[config.mk]
export PLATFORM = sky130hd
export DESIGN_NAME = rf_wb_arbiter
export DESIGN_NICKNAME = d
export VERILOG_FILES = /design/src/rtl/rf_ctrl_pkg.sv /design/src/rtl/rf_wb_fifo.sv /design/src/rtl/rf_wb_arbiter.sv
export SDC_FILE = /design/constraint.sdc
export NUM_CORES = 1
export LEC_CHECK = 0
export CAP_MARGIN = 20
export CELL_PAD_IN_SITES_DETAIL_PLACEMENT = 0
export CELL_PAD_IN_SITES_GLOBAL_PLACEMENT = 2
export CORE_MARGIN = 2
export CORE_UTILIZATION = 32
export CTS_CLUSTER_SIZE = 14
export DETAILED_ROUTE_END_ITERATION = 12
export PLACE_DENSITY = 0.77
export SYNTH_ARGS = -nofsm -noshare
export SYNTH_HDL_FRONTEND = slang
export SYNTH_SLANG_ARGS = --single-unit
export TNS_END_PERCENT = 30
[constraint.sdc]
create_clock -name clk -period 4.45 [get_ports clk]
set_input_delay 0.6675 -clock clk [delete_from_list [all_inputs] [get_ports clk]]
set_output_delay 0.6675 -clock clk [all_outputs]
set_load 0.1 [all_outputs]
[src/rtl/rf_ctrl_pkg.sv]
// Shared types for the register-file write-port control slice.
package rf_ctrl_pkg;
  localparam int REG_IDX_W = 4;
  localparam logic [REG_IDX_W-1:0] PC_IDX = 4'd15;
  localparam int WB_DATA_LEN = 32;

  typedef struct packed {
    logic [REG_IDX_W-1:0]   dest;
    logic [WB_DATA_LEN-1:0] data;
  } wb_entry_t;

  typedef enum logic [1:0] {SRC_NONE, SRC_WB, SRC_BUF} grant_src_t;
endpackage

[src/rtl/rf_wb_fifo.sv]
// Synchronous FIFO holding multicycle write-back results; entry type is a parameter.
module rf_wb_fifo
  import rf_ctrl_pkg::*;
#(
  parameter int  DEPTH   = 2,
  parameter type entry_t = wb_entry_t
) (
  input  logic   clk,
  input  logic   rst,
  input  logic   push,
  input  logic   pop,
  input  entry_t wr_entry,
  output entry_t head,
  output logic   full,
  output logic   empty
);
  localparam int PTR_W = $clog2(DEPTH);

  entry_t mem [DEPTH];
  // One extra pointer bit distinguishes full from empty.
  logic [PTR_W:0] wr_ptr, rd_ptr;

  assign empty = (wr_ptr == rd_ptr);
  assign full  = (wr_ptr[PTR_W] != rd_ptr[PTR_W]) &&
                 (wr_ptr[PTR_W-1:0] == rd_ptr[PTR_W-1:0]);
  assign head  = mem[rd_ptr[PTR_W-1:0]];

  always_ff @(posedge clk) begin
    if (rst) begin
      wr_ptr <= '0;
      rd_ptr <= '0;
    end else begin
      if (push && !full) wr_ptr <= wr_ptr + 1'b1;
      if (pop && !empty) rd_ptr <= rd_ptr + 1'b1;
    end
  end

  always_ff @(posedge clk) begin
    if (push && !full) mem[wr_ptr[PTR_W-1:0]] <= wr_entry;
  end
endmodule

[src/rtl/rf_wb_arbiter.sv]
// Arbitrates the register-file write port between WB and a buffered multicycle unit,
// with a pending scoreboard. Optional same-cycle bypass: define RF_WB_BYPASS_EN.
module rf_wb_arbiter
  import rf_ctrl_pkg::*;
#(
  parameter int DATA_LEN  = 32,
  parameter int NUM_REGS  = 15,
  parameter int BUF_DEPTH = 2,
  parameter int MAX_WAIT  = 4
) (
  input  logic                 clk,
  input  logic                 rst,
  input  logic                 wb_valid,
  input  logic [3:0]           wb_dest,
  input  logic [DATA_LEN-1:0]  wb_data,
  output logic                 wb_ready,
  input  logic                 mc_issue,
  input  logic [3:0]           mc_issue_dest,
  input  logic                 mc_valid,
  input  logic [3:0]           mc_dest,
  input  logic [DATA_LEN-1:0]  mc_data,
  output logic                 mc_ready,
  output logic                 rf_we,
  output logic [3:0]           rf_dest,
  output logic [DATA_LEN-1:0]  rf_data,
  output logic [NUM_REGS-1:0]  pending
);
  typedef struct packed {
    logic [REG_IDX_W-1:0] dest;
    logic [DATA_LEN-1:0]  data;
  } entry_t;

  localparam int WAIT_W = $clog2(MAX_WAIT + 1);

  entry_t              mc_entry, head, sel;
  logic                full, empty, push, starve;
  logic                grant_wb, grant_buf, grant_byp;
  logic [WAIT_W-1:0]   wait_cnt, wait_cnt_nxt;
  logic [NUM_REGS-1:0] pending_nxt;
  grant_src_t          src;

  assign mc_entry = '{dest: mc_dest, data: mc_data};

  rf_wb_fifo #(
    .DEPTH   (BUF_DEPTH),
    .entry_t (entry_t)
  ) u_fifo (
    .clk      (clk),
    .rst      (rst),
    .push     (push),
    .pop      (grant_buf),
    .wr_entry (mc_entry),
    .head     (head),
    .full     (full),
    .empty    (empty)
  );

  assign starve    = (wait_cnt == WAIT_W'(MAX_WAIT)) && !empty;
  assign grant_wb  = wb_valid && !starve;
  assign grant_buf = !empty && (!wb_valid || starve);
`ifdef RF_WB_BYPASS_EN
  assign grant_byp = empty && mc_valid && !wb_valid;
`else
  assign grant_byp = 1'b0;
`endif
  assign wb_ready  = !starve;
  assign mc_ready  = !full;
  assign push      = mc_valid && !full && !grant_byp;

  always_comb begin
    src = SRC_NONE;
    sel = '0;
    if (grant_wb) begin
      src = SRC_WB;
      sel = '{dest: wb_dest, data: wb_data};
    end else if (grant_buf) begin
      src = SRC_BUF;
      sel = head;
    end else if (grant_byp) begin
      src = SRC_BUF;
      sel = mc_entry;
    end
  end

  // Clear is applied before set so a same-cycle issue to the same register wins.
  always_comb begin
    pending_nxt = pending;
    if ((grant_buf || grant_byp) && sel.dest != PC_IDX) pending_nxt[sel.dest] = 1'b0;
    if (mc_issue && mc_issue_dest != PC_IDX) pending_nxt[mc_issue_dest] = 1'b1;
  end

  always_comb begin
    wait_cnt_nxt = wait_cnt;
    if (empty || grant_buf)                 wait_cnt_nxt = '0;
    else if (wait_cnt != WAIT_W'(MAX_WAIT)) wait_cnt_nxt = wait_cnt + 1'b1;
  end

  // Registered write port: one cycle after the grant.
  always_ff @(posedge clk) begin
    if (rst) begin
      rf_we    <= 1'b0;
      rf_dest  <= '0;
      rf_data  <= '0;
      pending  <= '0;
      wait_cnt <= '0;
    end else begin
      rf_we    <= (src != SRC_NONE) && (sel.dest != PC_IDX);
      if (src != SRC_NONE) begin
        rf_dest <= sel.dest;
        rf_data <= sel.data;
      end
      pending  <= pending_nxt;
      wait_cnt <= wait_cnt_nxt;
    end
  end
endmodule

==> metrics list, run 1 <==
- The region available for standard cell placement spans 0.0166 sq mm.
- Registers are responsible for 33.1% of the overall power.
- After clock tree synthesis, the clock-pin slew on the worst setup and hold paths is 0.05 ns.
- Once the clock tree was built, the resizer swapped 0 gates to a different size.
* Die outline area: 0.0182 sq mm
- After synthesis the cells add up to 0.00548 sq mm.
- By startpoint and endpoint, the worst setup path is classified as flip-flop to output port.
* Vias per cell: 5.34
* Number of design-rule violations left by the first detailed-router iteration: 258
* Number of antenna violations at the first check in global routing: 0
- Max-cap violations in this run came to 0.
- Multi-input gate area in the final layout: 0.00201 sq mm
* Kind of capture point of the worst setup path: output port
- Setup violations remaining at the end of the flow were counted as 0.
- Hold_buf cts: 0
* Number of buffers between clock root and the deepest sink: 2
- The synthesized netlist devotes 18.0% of its cell area to compound gates.
- At the pin with the least slew margin, the transition time is 0.984 ns.
- Across all setup checks in the final design, the least slack found is 1.27 ns.
- Max-slew violations: 0
- The hold violation count in the final report was 0.
- Number of rows created at floorplan: 47
* Num CTS Buffers: 17
* Worst-path fanout max: 5
* Layout cell share with drive strength beyond 1: 13.5%
- Combinational share of power: 40.1%
- Fill count: 1,517
- Mean cell area of the mapped netlist: 11.9 sq um
* Avg WL per Cell: 19.0 um
* Minimum hold slack: 0.464 ns
- Derived from the worst setup path, the maximum achievable clock frequency is 314 MHz.
- Total wire length after detailed routing: 15,600 um
- TritonCTS clock tree: yes
- Hold Path Depth: 2
* Area growth from synthesis to final layout: 39.7%
* Combinational family with the most area after synthesis: compound AO/OA/AOI/OAI gates
* DP HPWL: 10,200 um
* Pre-Repair DR Iteration Count: 4
- The number of global-route vias before repair is 4,428.
- Adder-cell area share of the yosys netlist: 0.456%
- After layout, the minimum clock period comes to 3.18 ns.
- Global routing consumed, over all layers together, 17.3% of the routing resources.
* Flip-flop and latch area: 0.00336 sq mm
* Total number of vias: 4,370
- Data arrives at the worst endpoint at 2.52 ns.
* Root buffer cell: sky130_fd_sc_hd__clkbuf_16
* Routability congestion estimate from global placement: 0.734
* Post-detailed-route DRC marker count: 0
* Inserted Diodes: 0
- Number of distinct standard cells referenced by the synthesized netlist: 37
- Data required time of the worst path: 3.78 ns
- Once the floorplan was initialized, standard cells occupied 32.9% of the core.
- Flip-flop and latch count after synthesis: 132
- In the synthesized netlist, the number of instances is 459.
- 135 I/O pins were placed.
- Worst setup timing slack at the placement stage: 1.69 ns
- The clock network burns 26.8% of the power.
* Internal cell power: 2.97 mW
* Count of port buffers added during placement: 134
- During synthesis, Yosys emitted a total of 0 warnings.
* Global-route wire length before repair: 23,800 um
- In this run the static leakage power is 2.60 nW.
- Switching power: 2.00 mW
* Multiplexer fraction of the synthesized cell area: 6.98%
- Run status: finished, final reports clean
- GRT Residual Overflow: 0
- Source-to-sink clock delay at the later pin of the worst-skew pair: 0.42 ns
- Sinks on Clock Net: 132
- Mapped Nets: 542
- IR analysis of the VDD net gives a maximum drop of 0.000329 V.
- Layout net count: 669
- Setup TNS Final: 0 ns
- CTS built an H-tree with a depth of 4.
- Count of buffers added by post-CTS timing repair for setup: 0
* Switching Fraction: 40.2%
- Tcrit/Tclk final: 71.5%
- Worst Clk Skew: 0.00862 ns
* Final antenna-violating net count: 0
- Largest net degree at the start of global routing: 46
- Basic-gate share of the synthesized area counting and, or, nand and nor cells: 9.08%
* Fraction of synthesized cell area in xor and xnor cells: 1.28%
- Logic depth of the worst register-to-register path: 5
- The die is 135 um wide.
* Pwr Density: 648 mW/mm^2
* Part of the Yosys area used for sequential elements: 61.3%
- Startpoint Class: flip-flop
- The floorplan step set the die height to 135 um.
* RSZ-0062 raised after global routing: no
- Path class of the lowest-slack min-delay path: flip-flop to flip-flop
- Slew margin rel.: 34.2%
[per-layer routing]
layer	share of wire [%]	track usage (%)	routed length (um)
met5	0	0	0
met4	1.9	7.02	290
met3	6.9	4.17	1070
met2	46	27.8	7220
met1	45	22.5	6990
[sequential cells by signal, summed over array words and instances (netlist names), named ones only]
register and cells:
u_fifo.rd_ptr 2, u_fifo.wr_ptr 2, rf_dest 4, rf_data 32
pending 15, wait_cnt 3, rf_we 1, u_fifo.mem 72
[worst max-delay path, stage by stage (launching register included)]
cell and delay (ns):
sky130_fd_sc_hd__dfxtp_1 0.56, sky130_fd_sc_hd__xnor2_1 0.25, sky130_fd_sc_hd__nand2_1 0.14, sky130_fd_sc_hd__clkdlybuf4s50_1 1.15
[Yosys cell counts (all sizes together)]
library cell | n | share of area [%]
a21bo | 1 | 0.18
a21boi | 1 | 0.14
a21oi | 69 | 6.5
a221o | 1 | 0.18
a311oi | 15 | 2.4
a32oi | 2 | 0.32
buf | 14 | 1.2
clkbuf | 20 | 1.4
dfxtp | 60 | 22
edfxtp | 72 | 39
ha | 2 | 0.46
inv | 5 | 0.34
mux2 | 2 | 0.41
mux2i | 36 | 6.6
nand2 | 11 | 0.80
nand2b | 2 | 0.23
nand3 | 1 | 0.091
nand3b | 2 | 0.27
nor2 | 42 | 2.9
nor3 | 45 | 4.1
nor4 | 1 | 0.11
nor4b | 2 | 0.43
o2111ai | 2 | 0.32
o211ai | 3 | 0.41
o21ai | 2 | 0.18
o221a | 32 | 6.6
o22a | 2 | 0.32
o22ai | 2 | 0.23
o41a | 1 | 0.21
or3b | 1 | 0.16
xnor2 | 4 | 0.64
xor2 | 4 | 0.64
[path summary, 6_finish.rpt]
kind | slack [ns] | start | end
max | 1.27 | u_fifo.wr_ptr[0] | mc_ready
min | 0.46 | rf_dest[2] | rf_dest[2]
max reg2reg | 1.84 | u_fifo.wr_ptr[0] | rf_we
min reg2reg | 0.46 | rf_dest[2] | rf_dest[2]
[stage by stage]
step                std cells  power [mW]  util (%)  area, sq um
floorplan                 459        3.09         -         5480
detailed placement        787        3.66      42.6         7090
finish                    819        4.97      46.0         7660
CTS                       819        5.00      46.0         7660
global placement          785        3.60      42.3         7040
global route              819        5.18      46.0         7660
[area by class of cell]
cell class	instances	share of cell area [%]
Clock buffer	30	7.38
Clock inverter	2	0.131
Inverter	5	0.245
Multi-Input combinational cell	288	26.2
Sequential cell	132	43.9
Tap cell	220	3.59
Timing Repair Buffer	142	18.6
[logic make-up (layout without fill, tap and decap cells)]
logic type      after synthesis  in the layout
compound gates              133            133
xor+xnor                      8              8
fa+ha+maj                     2              2
buf+inv                      39            179
flops                       132            132
mux                          38             38
simple gates                107            107
[cell usage in the layout (no fill, tap or decap), drive strengths merged, types with 3 or more instances in the layout]
cell | synthesis | final
a21oi | 69 | 69
a311oi | 15 | 15
buf | 14 | 11
clkbuf | 20 | 30
clkdlybuf4s50 | 0 | 131
clkinv | 0 | 3
dfxtp | 60 | 60
edfxtp | 72 | 72
inv | 5 | 4
mux2i | 36 | 36
nand2 | 11 | 11
nor2 | 42 | 42
nor3 | 45 | 45
o211ai | 3 | 3
o221a | 32 | 32
xnor2 | 4 | 4
xor2 | 4 | 4
[power by group through the flow]
stage | logic, mW | clock network (mW) | registers [mW]
final | 1.99 | 1.33 | 1.64
after global routing | 2.11 | 1.40 | 1.67
after CTS | 2.00 | 1.36 | 1.65
after detailed placement | 1.99 | 0 | 1.67
after global placement | 1.93 | 0 | 1.66
after floorplan | 0.905 | 0 | 2.18
No activity file was read; power rests on OpenSTA's default activity.
==> run 2, diff against run 1 <==
==> constraint.sdc (replaced) <==
create_clock -name clk -period 3.3 [get_ports clk]
set_input_delay 0.495 -clock clk [delete_from_list [all_inputs] [get_ports clk]]
set_output_delay 0.495 -clock clk [all_outputs]
set_load 0.1 [all_outputs]
==> metrics list, run 2 (synthesized netlist as in run 1, its figures left out) <==
- The number of gates on the worst path with buffers counted is 1 (-2).
- The remaining max-slew budget at the tightest pin came to 33.8% (-0.42 points).
- Most frequent standard cell in the layout excluding fill and tap cells: sky130_fd_sc_hd__clkdlybuf4s50_1
- Path class of the lowest-slack min-delay path: flip-flop to flip-flop
- Reg clk slew, reported paths: 0.06 ns (about the same)
- The root buffer cell chosen for the clock tree is sky130_fd_sc_hd__clkbuf_16.
- Count of port buffers added during placement: 134 (unchanged)
- The peak per-stage delay on the critical path came to 1.15 ns (about the same).
- Logic depth of the worst register-to-register path: 4 (-1)
- The routability-driven placement congestion ratio is 0.769 (+4.7%).
- Fill count: 1,489 (-1.8%)
* Global-route wire length before repair: 23,300 um (-2.2%)
- The length of the first detailed-routing pass in iterations came to 5 (+1).
- The worst-case vdd ir drop was 0.000567 V (+72%).
- Maximum level of the CTS H-tree: 4 (unchanged)
- Static power due to leakage: 2.63 nW (+1.4%)
- Source-to-sink clock delay at the later pin of the worst-skew pair: 0.42 ns (about the same)
* Family with the most delay on the worst path: buffers and inverters
- Count of buffers added by post-CTS timing repair for setup: 0 (unchanged)
- Post-detailed-route DRC marker count: 0 (unchanged)
* Final number of hold-violating endpoints: 0 (unchanged)
* Final Setup Violations: 0 (unchanged)
- The routed design could run at a clock period as short as 2.43 ns.
* Data required time of the worst path: 2.80 ns (-0.98 ns)
* Layout net count: 672 (+0.45%)
- Number of gates given a new drive strength after cts: 0 (unchanged)
* Number of global-route vias before repair: 4,298 (-2.9%)
* Destination of the critical timing path: rf_data[27]
- Data arrival time of the critical path: 1.93 ns (-0.59 ns)
- I/O pin count: 135 (unchanged)
- The number of nets with antenna violations after detailed routing came to 0 (unchanged).
- In this run the critical register-to-register path is launched from u_fifo.wr_ptr[1].
- Avg WL per Cell: 18.5 um (-2.9%)
* Vias per cell: 5.20 (-2.6%)
* Vertical die dimension: 135 um (unchanged)
- The power density of the placed cells came to 895 mW/mm^2 (+38%).
* Measured slew at the worst slew-check pin: 0.991 ns (+0.00625 ns)
* Cell area after placement: 0.00709 sq mm (unchanged)
- Initial Utilization: 32.9% (unchanged)
* Sinks on Clock Net: 132 (unchanged)
* DP HPWL: 10,200 um (+0.11%)
* Slack of the critical path: 0.872 ns (-0.395 ns)
* RSZ-0062 raised after global routing: no
* Total number of vias: 4,277 (-2.1%)
- The count of standard-cell rows came to 47 (unchanged).
* Number of antenna violations at the first check in global routing: 1 (+1)
- Area growth from synthesis to final layout: 41.0%
- The critical path starts at rf_data[27].
- Worst-path fanout max: 2 (-3)
* Overall Global Routing Usage: 17.1% (-0.25 points)
- Flip-flop count of the largest register, all copies and words added: 72 (unchanged)
- The run finished with clean final reports.
- Among all stages on the critical path, the largest delay is contributed by sky130_fd_sc_hd__clkdlybuf4s50_1.
* Largest net degree at the start of global routing: 39 (-15%)
- The fraction of final layout cells with drive strength greater than 1 is 15.6% (+2.1 points).
- The area of the core region came to 0.0166 sq mm (unchanged).
* Max-slew violations: 0 (unchanged)
* Hold_buf cts: 0 (unchanged)
- The sum of buffers and inverters on the critical path is 1 (unchanged).
- The number of max-cap violations was 0 (unchanged).
* Number of buffers between clock root and the deepest sink: 2 (unchanged)
- Worst Clk Skew: 0.00798 ns (-0.000635 ns)
- Startpoint Class: flip-flop
- The die width was 135 um (unchanged).
* Power, Total: 6.92 mW (+39%)
* Minimum hold slack: 0.462 ns (-0.00220 ns)
- The library cells used most frequently in the layout, excluding fill and tap cells, are sky130_fd_sc_hd__clkdlybuf4s50_1, sky130_fd_sc_hd__edfxtp_1, sky130_fd_sc_hd__a21oi_1, sky130_fd_sc_hd__dfxtp_1, sky130_fd_sc_hd__nor3_1.
* Worst setup timing slack at the placement stage: 0.898 ns (-0.797 ns)
- The critical path in this run is classified as flip-flop to output port.
- The total routed wirelength was 15,200 um (-2.4%).
* Fmax: 412 MHz
* TritonCTS clock tree: yes
- Hold Path Depth: 2 (unchanged)
- Walking the worst path, the cells encountered are clkdlybuf4s50_1.
* Number of design-rule violations left by the first detailed-router iteration: 287 (+11%)
- Of the available clock period, the critical path in the final layout requires 73.6%.
- The internal reg-to-reg setup slack came to 0.94 ns (-0.90 ns).
- STA classifies the critical path endpoint as an output port.
- The summed negative setup slack over all endpoints came to 0 ns (unchanged).
- Num CTS Buffers: 17 (unchanged)
- GRT Residual Overflow: 0 (unchanged)
- The area of all placed cells without fillers is 0.00773 sq mm (+0.88%).
- In this run the critical register-to-register path is captured at u_fifo.mem[0][16].
- The die footprint came to 0.0182 sq mm (unchanged).
[run 2: area by class of cell]
class                           count  area [sq um]  area share (%)
Sequential cell                   132          3360            43.5
Multi-Input combinational cell    288          2010            26.0
Timing Repair Buffer              145          1420            18.4
Clock buffer                       18           429            5.55
Tap cell                          220           275            3.56
Clock inverter                     14           211            2.74
Inverter                            5          18.8           0.243
Antenna cell                        1          2.50          0.0324
[run 2: power by group]
part           switching (mW)  internal (mW)
Clock                   0.698           1.33
Combinational            1.90          0.817
Sequential              0.135           2.04
Total                    2.73           4.19
[run 2: tightest hold or removal path: stages, from the launching register on]
cell                      delay (ns)
sky130_fd_sc_hd__dfxtp_1        0.31
sky130_fd_sc_hd__nand2_1        0.05
sky130_fd_sc_hd__a21oi_1        0.05
[run 2: worst min-delay path by stage]
stage / start / end
global placement: wait_cnt[0] / wait_cnt[0]
floorplan: wait_cnt[0] / wait_cnt[0]
global route: rf_dest[1] / rf_dest[1]
detailed placement: wait_cnt[0] / wait_cnt[0]
CTS: wait_cnt[0] / wait_cnt[0]
finish: rf_dest[0] / rf_dest[0]
[run 2: per-stage QoR]
| step | std cells | util (%) |
|---|---|---|
| global route | 823 | 46.4 |
| global placement | 789 | 42.5 |
| floorplan | 459 | - |
| finish | 823 | 46.4 |
| detailed placement | 790 | 42.6 |
| CTS | 822 | 46.4 |
[run 2: metal layers]
metal	vias up	global-route usage, %	wire (um)
met1	2042	22.1	6770
li1	2045	-	-
met5	-	0	0
met4	0	6.20	247
met2	174	26.8	6990
met3	16	5.59	1200
==> run 3, diff against run 2 <==
--- a/config.mk
+++ b/config.mk
@@ -9,10 +9,10 @@
 export CELL_PAD_IN_SITES_DETAIL_PLACEMENT = 0
 export CELL_PAD_IN_SITES_GLOBAL_PLACEMENT = 2
 export CORE_MARGIN = 2
-export CORE_UTILIZATION = 32
+export CORE_UTILIZATION = 29
 export CTS_CLUSTER_SIZE = 14
 export DETAILED_ROUTE_END_ITERATION = 12
-export PLACE_DENSITY = 0.77
+export PLACE_DENSITY = 0.73
 export SYNTH_ARGS = -nofsm -noshare
 export SYNTH_HDL_FRONTEND = slang
 export SYNTH_SLANG_ARGS = --single-unit
==> constraint.sdc (replaced) <==
create_clock -name clk -period 2 [get_ports clk]
set_input_delay 0.3 -clock clk [delete_from_list [all_inputs] [get_ports clk]]
set_output_delay 0.3 -clock clk [all_outputs]
set_load 0.1 [all_outputs]
==> metrics list, run 3 (synthesized netlist as in run 1, its figures left out) <==
- Fraction of power consumed by the clock network: 26.6% (-2.8 points)
* Highest-count cells in the layout ignoring fill and taps: sky130_fd_sc_hd__buf_4, sky130_fd_sc_hd__clkdlybuf4s50_1, sky130_fd_sc_hd__edfxtp_1, sky130_fd_sc_hd__a21oi_1, sky130_fd_sc_hd__dfxtp_1
- Number of rows created at floorplan: 50 (+6.4%)
* Number of global-route vias before repair: 4,600 (+7.0%)
* Number of cells after detailed placement: 821 (+3.9%)
* Inserted Diodes: 0 (-1)
* Data required time of the worst path: 1.70 ns (-1.10 ns)
- The setup skew after layout was 0.00935 ns (+0.00136 ns).
- Number of design-rule violations left by the first detailed-router iteration: 229 (-20%)
* Number of antenna violations at the first check in global routing: 0 (-1)
- Global-route wire length before repair: 25,000 um (+7.7%)
- The clock transition time at the flip-flop clock pins of the worst setup and hold paths is 0.05 ns (about the same).
* Combinational share of power: 42.0% (+2.8 points)
* Vertical die dimension: 142 um (+4.9%)
- Final Setup Violations: 0 (unchanged)
- Measured slew at the worst slew-check pin: 0.453 ns (-0.537 ns)
- The fraction of final layout cells with drive strength greater than 1 is 27.0% (+11 points).
* Die outline area: 0.0200 sq mm (+10%)
* Kind of capture point of the worst setup path: output port
* Capturing point of the worst reg2reg path: pending[6]
- The cell sitting at the root of the clock tree is a sky130_fd_sc_hd__clkbuf_16.
- The switching share of power was 40.2% (+0.77 points).
- The total number of H-tree levels came to 4 (unchanged).
* Initial Utilization: 29.4% (-3.5 points)
- Static power due to leakage: 2.82 nW (+6.9%)
* Sinks on Clock Net: 132 (unchanged)
- Count of port buffers added during placement: 134 (unchanged)
- The count of vias placed by the detailed router is 4,455 (+4.2%).
- The summed negative setup slack over all endpoints was 0 ns (unchanged).
- The final-report max-slew violation count came to 0 (unchanged).
- The cell depth of the worst min-delay path was 1 (-1).
- Global Route met2 Usage: 26.6% (-0.17 points)
- The insertion delay of the later-clocked pin in the worst-skew pair was 0.41 ns (about the same).
* Worst Hold Path EP: wait_cnt[0]
- The half-perimeter wire length after detailed placement is 10,800 um (+6.0%).
- The maximum fanout along the worst path is 5 (+3).
* Total wire length after detailed routing: 16,400 um (+7.9%)
- Internal cell power: 6.83 mW (+63%)
* Utilization after layout: 42.0% (-4.4 points)
- The power density of the placed cells came to 1460 mW/mm^2 (+63%).
* Switching power: 4.59 mW (+68%)
- Critical R2R Launch: wait_cnt[0]
- Highest ir drop seen on vdd: 0.000658 V (+16%)
- Sequential share of power: 31.5% (about the same)
- GRT Residual Overflow: 0 (unchanged)
- The I/O pin total came to 135 (unchanged).
- The run finished with clean final reports.
- Startpoint Class: flip-flop
- The number of nets with antenna violations after detailed routing came to 0 (unchanged).
- The number of buffers added to fix hold violations after cts is 0 (unchanged).
- Most frequent standard cell in the layout excluding fill and tap cells: sky130_fd_sc_hd__buf_4
- The area of the core region came to 0.0186 sq mm (+12%).
* TritonCTS clock tree: yes
- RSZ-0062 raised after global routing: yes
* Number of buffers between clock root and the deepest sink: 2 (unchanged)
* Slew margin rel.: 69.8% (+36 points)
- The fraction of met3 tracks used by global routing is 4.39% (-1.2 points).
- The arrival time at the worst endpoint came to 1.67 ns (-0.26 ns).
- Layout net count: 693 (+3.1%)
- Flip-flop count of the largest register, all copies and words added: 72 (unchanged)
- Most congested layer reported by global routing: met2
- Max-cap violations: 0 (unchanged)
- Num CTS Buffers: 17 (unchanged)
* Pre-Repair DR Iteration Count: 4 (-1)
- The critical path is of the flip-flop to output port type.
- The final instance count without filler cells came to 856 (+4.0%).
- Largest net degree at the start of global routing: 45 (+15%)
- Avg WL per Cell: 19.2 um (+3.7%)
* Routability congestion estimate from global placement: 0.799 (+3.9%)
* Cell area after placement: 0.00718 sq mm (+1.3%)
* Flop-to-flop setup slack: 0.08 ns (-0.86 ns)
- Die outline width: 142 um (+4.9%)
- In the finished design, the share of the clock period the worst path needs comes to 98.3%.
- Finished layout cell area: 0.00784 sq mm (+1.4%)
- Area growth from synthesis to final layout: 43.0%
* Path class of the lowest-slack min-delay path: flip-flop to flip-flop
- Static timing analysis puts the maximum clock frequency at 509 MHz.
* Worst hold path startpoint: wait_cnt[0]
- Final critical path time including I/O delays and setup: 1.97 ns
- Post-detailed-route DRC marker count: 0 (unchanged)
- The global routing met1 resource utilization came to 21.0% (-1.1 points).
- Final number of hold-violating endpoints: 0 (unchanged)
* Logic depth of the worst register-to-register path: 7 (+3)
* Vias per cell: 5.20 (+0.15%)
- Overall Global Routing Usage: 16.4% (-0.64 points)
==> run 3: how the worst max path moves through the flow <==
| stage | startpoint | end | slack [ns] | cells past startpoint |
|---|---|---|---|---|
| floorplan | wait_cnt[0] | rf_data[10] | -0.07 | 8 |
| global placement | mc_issue | pending[0] | 0.03 | 5 |
| detailed placement | mc_issue | pending[0] | 0.04 | 5 |
| CTS | u_fifo.rd_ptr[1] | mc_ready | 0.01 | 5 |
| global route | wait_cnt[0] | wb_ready | -0.08 | 6 |
| finish | wait_cnt[0] | wb_ready | 0.03 | 6 |
==> run 3: area by class of cell <==
cell class                      count  area (sq um)
Clock inverter                     12           139
Sequential cell                   132          3370
Clock buffer                       19           433
Tap cell                          234           293
Fill cell                        1758         10800
Inverter                            5          26.3
Timing Repair Buffer              166          1520
Multi-Input combinational cell    288          2050
==> run 3: repair_timing <==
action / in CTS / in global routing
buffers inserted: 4 / 0
endpoints found under the setup margin: 2 / 48
gates resized for setup: 4 / 8
pin swaps: 0 / 1
==> run 3: worst max-delay path: stages (launching register included) <==
cell                         delay, ns
sky130_fd_sc_hd__dfxtp_1          0.32
sky130_fd_sc_hd__inv_1            0.06
sky130_fd_sc_hd__ha_2             0.20
sky130_fd_sc_hd__nand2_1          0.11
sky130_fd_sc_hd__a21oi_4          0.22
sky130_fd_sc_hd__clkinvlp_4       0.17
sky130_fd_sc_hd__buf_12           0.18
==> run 3: power by group through the flow <==
stage | registers (mW) | logic [mW] | clock network, mW
global route | 3.64 | 5.12 | 3.23
detailed placement | 3.64 | 4.74 | 0
finish | 3.59 | 4.79 | 3.03
floorplan | 4.86 | 2.06 | 0
CTS | 3.60 | 4.79 | 3.10
global placement | 3.63 | 4.66 | 0
==> run 3: through the flow <==
stage	worst slack (ns)	hold slack [ns]	total power, mW
CTS	0.0105	0.450	11.5
finish	0.0337	0.468	11.4
global route	-0.0821	0.455	12.0
global placement	0.0349	0.441	8.30
detailed placement	0.0419	0.458	8.38
floorplan	-0.0655	0.399	6.92
==> run 3: metal layers <==
metal | part of all wire, % | vias to the layer above
li1 | - | 2080
met1 | 44 | 2182
met2 | 48 | 168
met3 | 5.5 | 25
met4 | 1.9 | 0
met5 | 0 | -
